`src/rtl/water_sensor_conditioner_if.sv`:
```
// Float-switch sensor bundle: raw inputs, operator clear, conditioned outputs.
// master drives the raw side, slave is the conditioner.
interface water_sensor_conditioner_if;
  logic raw_10mm;
  logic raw_20mm;
  logic fault_clear;
  logic w10mm;
  logic w20mm;
  logic fault;
  logic level_valid;

  modport master (
    output raw_10mm,
    output raw_20mm,
    output fault_clear,
    input  w10mm,
    input  w20mm,
    input  fault,
    input  level_valid
  );

  modport slave (
    input  raw_10mm,
    input  raw_20mm,
    input  fault_clear,
    output w10mm,
    output w20mm,
    output fault,
    output level_valid
  );
endinterface

```
`src/rtl/water_sensor_conditioner.sv`:
```
// Water float-switch front end: sync, debounce, plausibility check and
// latched fault with fail-safe high-water outputs.
module water_sensor_conditioner #(
  parameter int DEBOUNCE_CYCLES = 16,
  parameter int CNT_W           = 5,
  parameter int FAULT_CYCLES    = 8
) (
  input  logic                       clk,
  input  logic                       reset,
  water_sensor_conditioner_if.slave  bus
);

  localparam int FW = $clog2(FAULT_CYCLES + 1);

  localparam logic [CNT_W-1:0] DB_LAST =
    CNT_W'(DEBOUNCE_CYCLES - 1);
  localparam logic [CNT_W-1:0] WU_SAT =
    CNT_W'(DEBOUNCE_CYCLES + 2);
  localparam logic [FW-1:0] FC_LAST =
    FW'(FAULT_CYCLES - 1);

  localparam logic [1:0] S_OK  = 2'd0;
  localparam logic [1:0] S_SUS = 2'd1;
  localparam logic [1:0] S_FLT = 2'd2;

  logic [1:0]            s1;
  logic [1:0]            s2;
  logic [1:0]            filt;
  logic [1:0]            filt_n;
  logic [1:0][CNT_W-1:0] cnt;
  logic [1:0][CNT_W-1:0] cnt_n;
  logic [1:0]            state;
  logic [1:0]            state_n;
  logic [FW-1:0]         fcnt;
  logic [FW-1:0]         fcnt_n;
  logic [CNT_W-1:0]      wcnt;
  logic [CNT_W-1:0]      wcnt_n;
  logic                  imp_n;

  // Bit 0 is the 10 mm channel, bit 1 the 20 mm channel.
  always_comb begin
    filt_n = filt;
    cnt_n  = cnt;
    for (int i = 0; i < 2; i++) begin
      if (s2[i] == filt[i]) begin
        cnt_n[i] = '0;
      end else if (cnt[i] == DB_LAST) begin
        filt_n[i] = s2[i];
        cnt_n[i]  = '0;
      end else begin
        cnt_n[i] = cnt[i] + 1'b1;
      end
    end
  end

  // The FSM judges the pair being loaded this edge, so the
  // registered outputs never show an implausible pair.
  assign imp_n = filt_n[1] & ~filt_n[0];

  always_comb begin
    state_n = state;
    fcnt_n  = fcnt;
    unique case (state)
      S_OK: begin
        if (imp_n) begin
          state_n = S_SUS;
          fcnt_n  = '0;
        end
      end
      S_SUS: begin
        if (!imp_n) begin
          state_n = S_OK;
        end else if (fcnt == FC_LAST) begin
          state_n = S_FLT;
        end else begin
          fcnt_n = fcnt + 1'b1;
        end
      end
      S_FLT: begin
        if (bus.fault_clear && !imp_n) begin
          state_n = S_OK;
        end
      end
      default: begin
        state_n = S_OK;
      end
    endcase
  end

  assign wcnt_n = (wcnt == WU_SAT) ? wcnt
                                   : wcnt + 1'b1;

  always_ff @(posedge clk) begin
    if (reset) begin
      s1              <= '0;
      s2              <= '0;
      filt            <= '0;
      cnt             <= '0;
      state           <= S_OK;
      fcnt            <= '0;
      wcnt            <= '0;
      bus.w10mm       <= 1'b0;
      bus.w20mm       <= 1'b0;
      bus.fault       <= 1'b0;
      bus.level_valid <= 1'b0;
    end else begin
      s1    <= {bus.raw_20mm, bus.raw_10mm};
      s2    <= s1;
      filt  <= filt_n;
      cnt   <= cnt_n;
      state <= state_n;
      fcnt  <= fcnt_n;
      wcnt  <= wcnt_n;
      bus.fault       <= (state_n == S_FLT);
      bus.level_valid <= (wcnt_n == WU_SAT) &&
                         (state_n != S_FLT);
      // SUSPECT keeps the outputs, i.e. the last plausible pair.
      unique case (state_n)
        S_OK: begin
          bus.w10mm <= filt_n[0];
          bus.w20mm <= filt_n[1];
        end
        S_FLT: begin
          bus.w10mm <= 1'b1;
          bus.w20mm <= 1'b1;
        end
        default: begin
          bus.w10mm <= bus.w10mm;
          bus.w20mm <= bus.w20mm;
        end
      endcase
    end
  end

endmodule
```
`src/flat_wrapper.sv`:
```
// flat-port wrapper written by rule: the top's interface ports become plain ports
module water_sensor_conditioner_flat 
#(
  parameter int DEBOUNCE_CYCLES = 16,
  parameter int CNT_W           = 5,
  parameter int FAULT_CYCLES    = 8
)
  (clk, reset, bus_raw_10mm, bus_raw_20mm, bus_fault_clear, bus_w10mm, bus_w20mm, bus_fault, bus_level_valid);
  water_sensor_conditioner_if bus_i ();
  input  logic clk;
  input  logic reset;
  input wire logic [$bits(bus_i.raw_10mm)-1:0] bus_raw_10mm;
  input wire logic [$bits(bus_i.raw_20mm)-1:0] bus_raw_20mm;
  input wire logic [$bits(bus_i.fault_clear)-1:0] bus_fault_clear;
  output wire logic [$bits(bus_i.w10mm)-1:0] bus_w10mm;
  output wire logic [$bits(bus_i.w20mm)-1:0] bus_w20mm;
  output wire logic [$bits(bus_i.fault)-1:0] bus_fault;
  output wire logic [$bits(bus_i.level_valid)-1:0] bus_level_valid;
  assign bus_i.raw_10mm = bus_raw_10mm;
  assign bus_i.raw_20mm = bus_raw_20mm;
  assign bus_i.fault_clear = bus_fault_clear;
  assign bus_w10mm = bus_i.w10mm;
  assign bus_w20mm = bus_i.w20mm;
  assign bus_fault = bus_i.fault;
  assign bus_level_valid = bus_i.level_valid;
  water_sensor_conditioner #(.DEBOUNCE_CYCLES(DEBOUNCE_CYCLES), .CNT_W(CNT_W), .FAULT_CYCLES(FAULT_CYCLES)) u_core (.clk(clk), .reset(reset), .bus(bus_i));
endmodule
```
`config.mk`:
```
export PLATFORM = sky130hd
export DESIGN_NAME = water_sensor_conditioner_flat
export DESIGN_NICKNAME = d
export VERILOG_FILES = /design/src/rtl/water_sensor_conditioner_if.sv /design/src/rtl/water_sensor_conditioner.sv /design/src/flat_wrapper.sv
export SDC_FILE = /design/constraint.sdc
export NUM_CORES = 1
export LEC_CHECK = 0
export CORE_MARGIN = 8
export CORE_UTILIZATION = 40
export DETAILED_ROUTE_END_ITERATION = 6
export PLACE_DENSITY = 0.58
export SLEW_MARGIN = 20
export SYNTH_ARGS = -nofsm -noshare
export SYNTH_HDL_FRONTEND = slang
export SYNTH_SLANG_ARGS = --single-unit
```
`constraint.sdc`:
```
create_clock -name clk -period 2.7 [get_ports clk]
set_input_delay 0.405 -clock clk [delete_from_list [all_inputs] [get_ports clk]]
set_output_delay 0.405 -clock clk [all_outputs]
set_load 0.005 [all_outputs]
```
; ---- Word level (Yosys, flattened, before mapping)
; Cells that the tools add are included.
; W data, S select, Z words.
[op_classes]
addsub = 4
n_bitwise = 2
mux = 16
eq_ne = 14
n_reduce_logical = 10
[op_table]
columns = op, n
row1 = $add A5 B1 Y5 const B, 3
row2 = $mux W4, 3
row3 = $eq A5 B4 Y1 const B, 2
row4 = $eq A5 B5 Y1 const B, 2
row5 = $mux W2, 4
row6 = $pmux W4 S2, 1
row7 = $pmux W2 S3, 1
row8 = $reduce_or A3 Y1, 2
row9 = $mux W5, 1
row10 = $add A4 B1 Y4 const B, 1
row11 = $eq A2 B2 Y1 const B, 2
row12 = $eq A4 B3 Y1 const B, 1
row13 = $logic_not A2 Y1, 2
row14 = $mux W1, 4
row15 = $ne A2 B1 Y1 const B, 2
row16 = $ne A2 B2 Y1 const B, 2
row17 = $pmux W1 S2, 2
row18 = $reduce_and A4 Y1, 1
row19 = $reduce_bool A2 Y1, 2
row20 = $eq A1 B1 Y1, 2
row21 = $eq A2 B1 Y1 const B, 1
row22 = $logic_and A1 B1 Y1, 2
row23 = $and A1 B1 Y1, 1
row24 = $logic_not A1 Y1, 1
row25 = $not A1 Y1, 1
[totals]
regBits = 31
word_cells = 58
output_inout_bits = 4

; ---- Depth between registers and ports, before layout
; Gate-level depths: netlist of run 1.
[depth]
ltp_word = 11
mapped_depth = 7

; ---- Worst setup path after synthesis of run 1
; Ideal clock, no wire load.
[synth_path]
path_type = reg-to-reg
from = register u_core.cnt[0] in the netlist's numbering
to = register u_core.fcnt[0]
path_slack_ns = 0.711
arrival_ns = 1.862
required_time_ns = 2.572
path_stages_with_launch = 8
path_buffers = 0
setup_ns = 0.128
cell_sequence = dfxtp_1 > ha_1 > and3_1 > ha_1 > mux2_4 > nor4_4 > mux2i_1 > nor2_1
[synth_between]
elab_chain_cells = 7
[synth_rtl]
columns = element, line_no
row1 = start: declaration, water_sensor_conditioner.sv:30  ; logic [1:0][CNT_W-1:0] cnt;
row2 = start signal: assignment, water_sensor_conditioner.sv:110  ; cnt <= cnt_n;
row3 = $eq A5 B4 Y1 *, water_sensor_conditioner.sv:47  ; end else if (cnt[i] == DB_LAST) begin
row4 = $mux W1 *, water_sensor_conditioner.sv:47
row5 = $mux W1 *, water_sensor_conditioner.sv:45  ; if (s2[i] == filt[i]) begin
row6 = $not A1 Y1 *, water_sensor_conditioner.sv:58  ; assign imp_n = filt_n[1] & ~filt_n[0];
row7 = $and A1 B1 Y1 *, water_sensor_conditioner.sv:58
row8 = $ne A2 B1 Y1 (no line), -
row9 = $reduce_and A4 Y1 (no line) *, -
row10 = end signal: assignment, water_sensor_conditioner.sv:112  ; fcnt <= fcnt_n;
row11 = end: declaration, water_sensor_conditioner.sv:34  ; logic [FW-1:0] fcnt;
; Every way passes the cells marked *; elsewhere a longest branch is shown, timed or not.
; A chain may end at the register's enable or synchronous reset.

; ---- Worst setup path in the final report of run 1
; Same ends and word-level chain as after synthesis.

==> results of run 1 <==
-- worst register-to-register path: cells and delay by family, from the launching register on --
kind | cells | cell delay (ns)
and+or+nand+nor | 3 | 0.65
muxes | 2 | 0.57
adders and majority gates | 2 | 0.45
DFF | 1 | 0.33
-- cells by family (layout without fill, tap and decap cells) --
kind of cell	Yosys count	count (layout)	synth area share, %
muxes	6	6	5.54
and+or+nand+nor	51	51	21.5
buffers and inverters	11	26	3.26
xor gates and xnor gates	9	9	6.23
AOI/OAI and AO/OA	13	13	7.52
adders and majority gates	7	7	6.92
DFF	31	31	49.1
-- layout by cell type, fill, tap and decap left out, types with 3 or more instances in the layout --
cell,synthesis,routed
and3_1,3,3
clkbuf_4,0,5
clkdlybuf4s50_1,0,8
dfxtp_1,31,31
ha_1,7,7
inv_1,9,9
mux2i_1,3,3
nand2_1,4,4
nand3_1,6,6
nor2_1,23,23
nor2b_1,5,5
xnor2_1,5,5
xor2_1,4,4
-- path summary, 6_finish.rpt --
kind                       from             end  cells past startpoint
setup / recovery  u_core.cnt[0]  u_core.fcnt[0]                      7
hold / removal     u_core.s1[1]    u_core.s2[1]                      1
setup reg to reg  u_core.cnt[0]  u_core.fcnt[0]                      7
hold reg to reg    u_core.s1[1]    u_core.s2[1]                      1
-- sequential cells by signal, summed over array words and instances (netlist names) --
name,flops
u_core.bus.fault,1
u_core.s1,2
u_core.state,2
u_core.fcnt,4
u_core.filt,2
u_core.cnt,10
u_core.s2,2
u_core.wcnt,5
u_core.bus.level_valid,1
u_core.bus.w20mm,1
u_core.bus.w10mm,1
-- routing by layer --
| metal | global-route usage, % | vias up | share of wire (%) |
|---|---|---|---|
| li1 | - | 464 | - |
| met1 | 9.31 | 391 | 49 |
| met5 | 0 | - | 0 |
| met4 | 5.44 | 0 | 1.2 |
| met3 | 3.86 | 2 | 4.8 |
| met2 | 12.8 | 12 | 45 |
-- power by group through the flow --
stage	registers, mW	clock network [mW]	logic, mW
detailed placement	0.481	0	0.0314
global placement	0.481	0	0.0312
floorplan	0.480	0	0.0201
finish	0.471	0.297	0.0309
CTS	0.471	0.313	0.0315
global route	0.472	0.334	0.0350
-- layout make-up --
type | instances | share of cell area [%]
clock buffer | 8 | 4.68
inverter | 9 | 2.30
multi-input combinational | 86 | 41.1
sequential | 31 | 42.2
tap | 44 | 3.75
timing repair buffer | 9 | 5.96
-- stage by stage --
| step | util, % | setup WS, ns | area [µm²] | std cells |
|---|---|---|---|---|
| 2_1_floorplan | - | 0.711 | 1260 | 128 |
| 3_3_place_gp | 46.2 | 0.606 | 1400 | 179 |
| 3_5_place_dp | 46.2 | 0.579 | 1400 | 179 |
| 4_1_cts | 48.5 | 0.561 | 1470 | 187 |
| 5_1_grt | 48.5 | 0.403 | 1470 | 187 |
| 6_report | 48.5 | 0.569 | 1470 | 187 |
==> reports/metrics.yaml, run 1 <==
sta:
  clock.fmax_mhz: 469
  worst_pin_slew_ns: 0.544
  slew_viol_final: 0
  final-hold-violation-count: 0
  rsz0062_at_grt: "false"
  fin_hold_ws_ns: 0.444
  max_slew_margin_pct: 63.6
  final.period_utilization_pct: 78.9
  final.setup.tns_ns: 0
  setup_viol: 0
  layout_min_cycle_time_ns: 2.13
  finClkSkew_ns: 0.00605
global_routing:
  grt_pass1_vias: 830
  grt_overflow: 0
  grt_usage_pct: 8.45
  grt_max_degree: 17
  grt_pass1_wl_um: 3420
  antenna_found_initial: 0
clocking:
  holdBufCountCts: 0
  post-cts-setup-buffers: 0
  clockBufferDepth: 2
  cts_tree: "built"
  htreeDepth: 2
  clk_latency_ns: 0.31
  cts_buffers: 5
  cts_resized: 0
  root_buffer: "clkbuf_4"
  clkSinkCount: 31
  clkTransAtPathRegs_ns: 0.09
synthesis:
  synth_edf_count: 0
  ys.flop_type: "dfxtp_1"
  synthArstFlopShare_pct: 0
  syn_inst: 128
  synth_top_cells_by_area: "dfxtp_1, ha_1, nor2_1, xnor2_1, xor2_1"
  yosysSeqAreaShare_pct: 49.1
  ys_ff_latch: 31
  yosysMostFrequentCell: "dfxtp_1"
  yosysTopAreaCell: "dfxtp_1"
  yosysTopAreaCellShare_pct: 49.1
  avgSynthCellArea_um2: 9.88
  syn_nets: 140
  synthTopCellsByCount: "dfxtp_1, nor2_1, inv_1"
  netlist_area_mm2: 0.00126
  yosys_warnings: 0
  ys_types: 33
power:
  sw_frac_of_total_pct: 20.6
  peakVddDrop_mv: 0.334
  power_density_mw_per_mm2: 544
  p_leak_nw: 0.542
  report.power.total_mw: 0.799
  p_switching_mw: 0.165
  pwr-share-comb_pct: 3.9
  internal_power_mw: 0.634
  pwr-share-seq_pct: 58.9
  clkPwrFrac_pct: 37.2
place:
  gp_congestion: 0.750
  place_hpwl_um: 1420
  port_buffers: 8
job:
  cap_violations: 0
drt:
  vias: 869
  wire_per_inst_um: 10.2
  ant_nets: 0
  drt-total-wl_um: 1910
  drc: 0
  avgViaCountPerCell: 4.65
  drtIter0Drc: 19
  drtPass1Iterations: 4
finish:
  nets: 154
  drive_above_1_share_pct: 9.79
  diodes: 0
  regArea_um2: 621
  multiInputGateArea_um2: 603
  syn2layout_area_growth_pct: 16.1
  fillers: 284
die:
  die_x_um: 72.2
  start_util_pct: 41.8
  core-area_mm2: 0.00303
  die_h_um: 72.2
  io_pins: 9
  rows: 20
  die-area_mm2: 0.00522
min_path:
  min_path_type: "flop to flop"
setup_path:
  slowest_delay_ns: 0.41
  crit_required_ns: 2.88
  crit_slowest_cell: "nor4_4"
  crit_path_end_kind: "flop"
  r2r_slack_ns: 0.57
  cp_max_fo: 5
  worstSetupStartpointType: "flop"
  critPathBufInv: 0
  crit_chain: "ha_1 -> and3_1 -> ha_1 -> mux2_4 -> nor4_4 -> mux2i_1 -> nor2_1"
  cpMostUsedCell: "ha_1"
  crit_arrival_ns: 2.31
  cpLargestDelayFamily: "simple AND/OR/NAND/NOR gates"
  worst-setup-path-type: "flop to flop"
outcome:
  outcome: "complete, no violations"
Note: power is estimated with default switching activity, not from simulation.
==> run 2: changes to the inputs <==
Settings changed: PLACE_DENSITY 0.58 to 0.6.
Clock period 2.7 ns to 1.8 ns, I/O delays scaled along.
==> run 2 against run 1 <==
The flow now finishes with violations (negative setup slack). Utilization rose by 6.2 points. Clock skew rose by 0.0039 ns. Power rose by 52%. Via count rose by 9.0%. Sequential cell count did not move. Routed wire length rose by 15%. Global-route usage rose by 0.99 points. Worst setup slack got worse by 0.59 ns. Register-to-register slack got worse by 0.59 ns. Sequential power rose by 50%.
==> reports/metrics.yaml, run 2 (same netlist as run 1, synthesis figures left out) <==
power:
  power_density_mw_per_mm2: 733
  p_leak_nw: 0.595
  peakVddDrop_mv: 0.351
drt:
  drc: 0
  wire_per_inst_um: 11.1
  drtPass1Iterations: 4
  drtIter0Drc: 29
  ant_nets: 0
  drt-total-wl_um: 2200
  vias: 947
  avgViaCountPerCell: 4.78
die:
  die_h_um: 72.2
  core-area_mm2: 0.00303
  die_x_um: 72.2
  io_pins: 9
  die-area_mm2: 0.00522
  rows: 20
  start_util_pct: 41.8
outcome:
  outcome: "finished, violations left"
  violations: "negative setup slack"
sta:
  final.setup.tns_ns: -0.0412
  final-hold-violation-count: 0
  final.period_utilization_pct: 101
  worst_slack_ns: -0.0190
  setup_viol: 4
  rsz0062_at_grt: "true"
  finClkSkew_ns: 0.00999
  clock.fmax_mhz: 550
  worst_pin_slew_ns: 0.469
  max_slew_margin_pct: 67.9
  slew_viol_final: 0
  layout_min_cycle_time_ns: 1.82
finish:
  nets: 165
  diodes: 0
  postLayoutCoreUtil_pct: 54.7
  reg.largest.list: "u_core.cnt: 10 flops, u_core.wcnt: 5 flops, u_core.fcnt: 4 flops"
  layout_commonest_cell: "dfxtp_1"
  drive_above_1_share_pct: 25.3
  top_register: "u_core.cnt"
  syn2layout_area_growth_pct: 31.0
  largest_reg_flops: 10
  mostFrequentLayoutCells: "dfxtp_1, nor2_1, buf_4"
clocking:
  root_buffer: "clkbuf_4"
  clockBufferDepth: 2
  holdBufCountCts: 0
  cts_tree: "built"
  clk_latency_ns: 0.33
  clkTransAtPathRegs_ns: 0.09
  htreeDepth: 2
  cts_buffers: 5
  clkSinkCount: 31
setup_path:
  worst-setup-path-type: "flop to flop"
  ff2ff_path_depth: 7
  crit_required_ns: 2.02
  worstSetupStartpointType: "flop"
  crit_arrival_ns: 2.04
  cp_max_fo: 4
  crit_path_end_kind: "flop"
global_routing:
  grt_usage_pct: 9.44
  grt_pass1_wl_um: 3750
  grt_pass1_vias: 942
  grt_overflow: 0
  grt_max_degree: 13
  antenna_found_initial: 0
place:
  port_buffers: 8
  gp_congestion: 0.777
  place_hpwl_um: 1530
min_path:
  hold_depth: 1
  min_path_type: "flop to flop"
job:
  cap_violations: 0
run 2: cell types whose count changed in the layout (fill, tap and decap cells not counted), sizes merged:
cell,change
buf,+11
run 2: area by class of cell:
type | instances | area [µm²]
Clock buffer | 8 | 68.8
Fill cell | 276 | 1370
Inverter | 9 | 33.8
Multi-Input combinational cell | 86 | 699
Sequential cell | 31 | 626
Tap cell | 44 | 55.1
Timing Repair Buffer | 20 | 174
run 2: timing repair:
action | CTS | global route
setup buffers | 1 | 1
resized for setup | 11 | 3
gates cloned | 0 | 0
hold endpoints to repair | 0 | 0
pin swaps | 2 | 1
setup endpoints to repair | 10 | 10
run 2: metal layers:
metal	up-vias	GRT usage [%]	part of all wire, %
li1	487	-	-
met1	444	8.47	42
met2	11	16.5	50
met3	5	3.72	5.1
met4	0	7.48	2.6
met5	-	0	0
run 2: where the power goes:
part | switching (mW) | leakage (nW) | internal (mW)
combinational | 0.0240 | 0.303 | 0.0279
clock | 0.226 | 0.0386 | 0.230
sequential | 0.0102 | 0.253 | 0.697
run 2: worst paths after layout:
kind / startpoint / to / slack [ns]
worst max-delay path: u_core.cnt[0] / u_core.fcnt[0] / -0.02
worst max register to register: u_core.cnt[0] / u_core.fcnt[0] / -0.02
worst min-delay path: u_core.s1[1] / u_core.s2[1] / 0.45
worst min register to register: u_core.s1[1] / u_core.s2[1] / 0.45
run 2: metrics by stage:
step | power, mW | hold WS (ns) | std cells | worst slack, ns | instance area [µm²]
6_report | 1.21 | 0.454 | 198 | -0.0190 | 1660
5_1_grt | 1.27 | 0.477 | 198 | -0.104 | 1660
4_1_cts | 1.23 | 0.456 | 197 | -0.0126 | 1630
3_5_place_dp | 0.774 | 0.435 | 188 | -0.0832 | 1490
3_3_place_gp | 0.773 | 0.419 | 188 | -0.0252 | 1490
2_1_floorplan | 0.751 | 0.395 | 128 | 0.00374 | 1290
run 2: critical path, stage by stage (launching register included):
cell,delay [ns]
dfxtp_2,0.35
ha_4,0.15
and3_4,0.18
ha_4,0.16
mux2_4,0.33
nor4_4,0.26
mux2i_1,0.23
nor2_1,0.05
==> run 3: changes to the inputs <==
Settings changed: ABC_AREA set to 1, CORE_ASPECT_RATIO set to 1.1.
==> run 3 against run 2 <==
The run now ends clean. Sequential cell count unchanged. Critical path depth rose by 5. Sequential share of layout area is 3.6 points higher.
==> reports/metrics.yaml, run 3 <==
drt:
  drc: 0
  vias: 1001
  avgViaCountPerCell: 4.68
  drtPass1Iterations: 4
  wire_per_inst_um: 9.78
  drtIter0Drc: 32
  drt-total-wl_um: 2090
  ant_nets: 0
die:
  rows: 21
  core-area_mm2: 0.00305
  io_pins: 9
  die-area_mm2: 0.00528
  die_h_um: 75.4
  start_util_pct: 42.2
  die_x_um: 70.0
setup_path:
  r2r_slack_ns: 0.12
  crit_required_ns: 2.02
  r2r-end: "u_core.bus.w10mm"
  setup.worst_path.start: "u_core.cnt[0]"
  crit_end: "u_core.bus.w10mm"
  cp_max_fo: 7
  worst-setup-path-type: "flop to flop"
  crit_arrival_ns: 1.90
  worstSetupStartpointType: "flop"
  crit_path_end_kind: "flop"
  r2r-start: "u_core.cnt[0]"
  ff2ff_path_depth: 12
finish:
  drive_above_1_share_pct: 15.6
  top_register: "u_core.cnt"
  fin_area_mm2: 0.00151
  diodes: 0
  nets: 191
  largest_reg_flops: 10
  postLayoutCoreUtil_pct: 49.5
  layout_commonest_cell: "nor2_1"
  mostFrequentLayoutCells: "nor2_1, dfxtp_1, inv_1"
  syn2layout_area_growth_pct: 17.4
  reg.largest.list: "u_core.cnt: 10 flops, u_core.wcnt: 5 flops, u_core.fcnt: 4 flops"
  fillers: 314
synthesis:
  synthArstFlopShare_pct: 0
  avgSynthCellArea_um2: 7.93
  synth_top_cells_by_area: "dfxtp_1, nor2_1, inv_1, ha_1, nand2_1"
  syn_nets: 174
  yosysTopAreaCell: "dfxtp_1"
  syn_inst: 162
  yosys_warnings: 0
  ys_ff_latch: 31
  synth_edf_count: 0
  yosysMostFrequentCell: "dfxtp_1"
  synthTopCellsByCount: "dfxtp_1, nor2_1, inv_1"
  ys_types: 23
  netlist_area_mm2: 0.00128
  ys.flop_type: "dfxtp_1"
  yosysSeqAreaShare_pct: 48.3
  yosysTopAreaCellShare_pct: 48.3
clocking:
  clkTransAtPathRegs_ns: 0.09
  cts_tree: "built"
  clk_latency_ns: 0.32
  clkSinkCount: 31
  holdBufCountCts: 0
  clockBufferDepth: 2
  cts_buffers: 5
  htreeDepth: 2
  root_buffer: "clkbuf_4"
place:
  port_buffers: 8
  place_area_mm2: 0.00141
  gp_congestion: 0.802
  place_hpwl_um: 1590
power:
  power_density_mw_per_mm2: 749
  peakVddDrop_mv: 0.458
  p_leak_nw: 0.629
sta:
  final-hold-violation-count: 0
  worst_pin_slew_ns: 0.434
  clock.fmax_mhz: 595
  finClkSkew_ns: 0.00304
  final.period_utilization_pct: 93.4
  layout_min_cycle_time_ns: 1.68
  setup_viol: 0
  slew_viol_final: 0
  max_slew_margin_pct: 70.9
global_routing:
  grt_overflow: 0
  grt_pass1_wl_um: 3530
  grt_max_degree: 10
  antenna_found_initial: 0
  grt_usage_pct: 8.50
  grt_pass1_vias: 923
min_path:
  min_path_type: "flop to flop"
job:
  cap_violations: 0
outcome:
  outcome: "complete, no violations"
==> run 3: critical path, cell delays in order (launching register included) <==
cell	delay (ns)
dfxtp_2	0.34
ha_2	0.19
nand2_2	0.07
nor2_2	0.04
ha_1	0.20
inv_1	0.07
nand2_1	0.06
nand2_2	0.11
nand3_4	0.09
nor2_4	0.18
inv_4	0.07
o21ai_1	0.12
nor2_1	0.05
==> run 3: cell type report <==
class | instances | area [µm²] | share of cell area [%]
Sequential cell | 31 | 624 | 41.4
Multi-Input combinational cell | 101 | 574 | 38.1
Clock inverter | 1 | 5.00 | 0.332
Timing Repair Buffer | 12 | 110 | 7.30
Tap cell | 34 | 42.5 | 2.82
Clock buffer | 7 | 45.0 | 2.99
Inverter | 28 | 108 | 7.13
==> run 3: timing repair <==
action,4_1_cts,5_1_grt
buffers inserted,0,2
setup endpoints to repair,0,8
gates resized for setup,0,11
==> run 3: per-layer routing <==
| metal | vias up | global-route usage (%) | part of all wire, % |
|---|---|---|---|
| li1 | 540 | - | - |
| met1 | 443 | 8.01 | 47 |
| met2 | 13 | 14.6 | 46 |
| met3 | 5 | 4.82 | 5.5 |
| met4 | 0 | 4.69 | 1.6 |
| met5 | - | 0 | 0 |
==> run 3: how the worst min path moves through the flow <==
stage,endpoint,start,slack (ns),depth (start not counted)
6_report,u_core.s2[1],u_core.s1[1],0.41,2
5_1_grt,u_core.s2[1],u_core.s1[1],0.42,2
4_1_cts,u_core.s2[1],u_core.s1[1],0.41,2
3_5_place_dp,u_core.s2[1],u_core.s1[1],0.40,2
3_3_place_gp,u_core.s2[1],u_core.s1[1],0.40,2
2_1_floorplan,u_core.s1[0],bus_raw_10mm,0.38,2
==> run 3: cell families after synthesis <==
family,after synthesis,synth area share [%]
fa+ha+maj,7,6.82
simple gates,72,25.8
buf+inv,30,8.86
flops,31,48.3
compound gates,19,8.18
xor+xnor,3,2.05
==> run 3: report_power, final <==
part / switching [mW] / leakage, nW / internal (mW) / total (mW)
clock: 0.223 / 0.0293 / 0.152 / 0.375
sequential: 0.00795 / 0.253 / 0.697 / 0.705
combinational: 0.0268 / 0.347 / 0.0244 / 0.0512
total: 0.258 / 0.629 / 0.873 / 1.13
==> run 3: through the flow <==
| stage | power, mW | hold slack, ns | cells | setup TNS [ns] | worst slack (ns) |
|---|---|---|---|---|---|
| after floorplan | 0.751 | 0.377 | 162 | 0 | 0.240 |
| after global placement | 0.769 | 0.395 | 204 | 0 | 0.129 |
| after detailed placement | 0.771 | 0.398 | 204 | 0 | 0.0889 |
| after CTS | 1.15 | 0.410 | 212 | 0 | 0.0666 |
| after global routing | 1.20 | 0.421 | 214 | -0.00193 | -0.00142 |
| final | 1.13 | 0.408 | 214 | 0 | 0.120 |
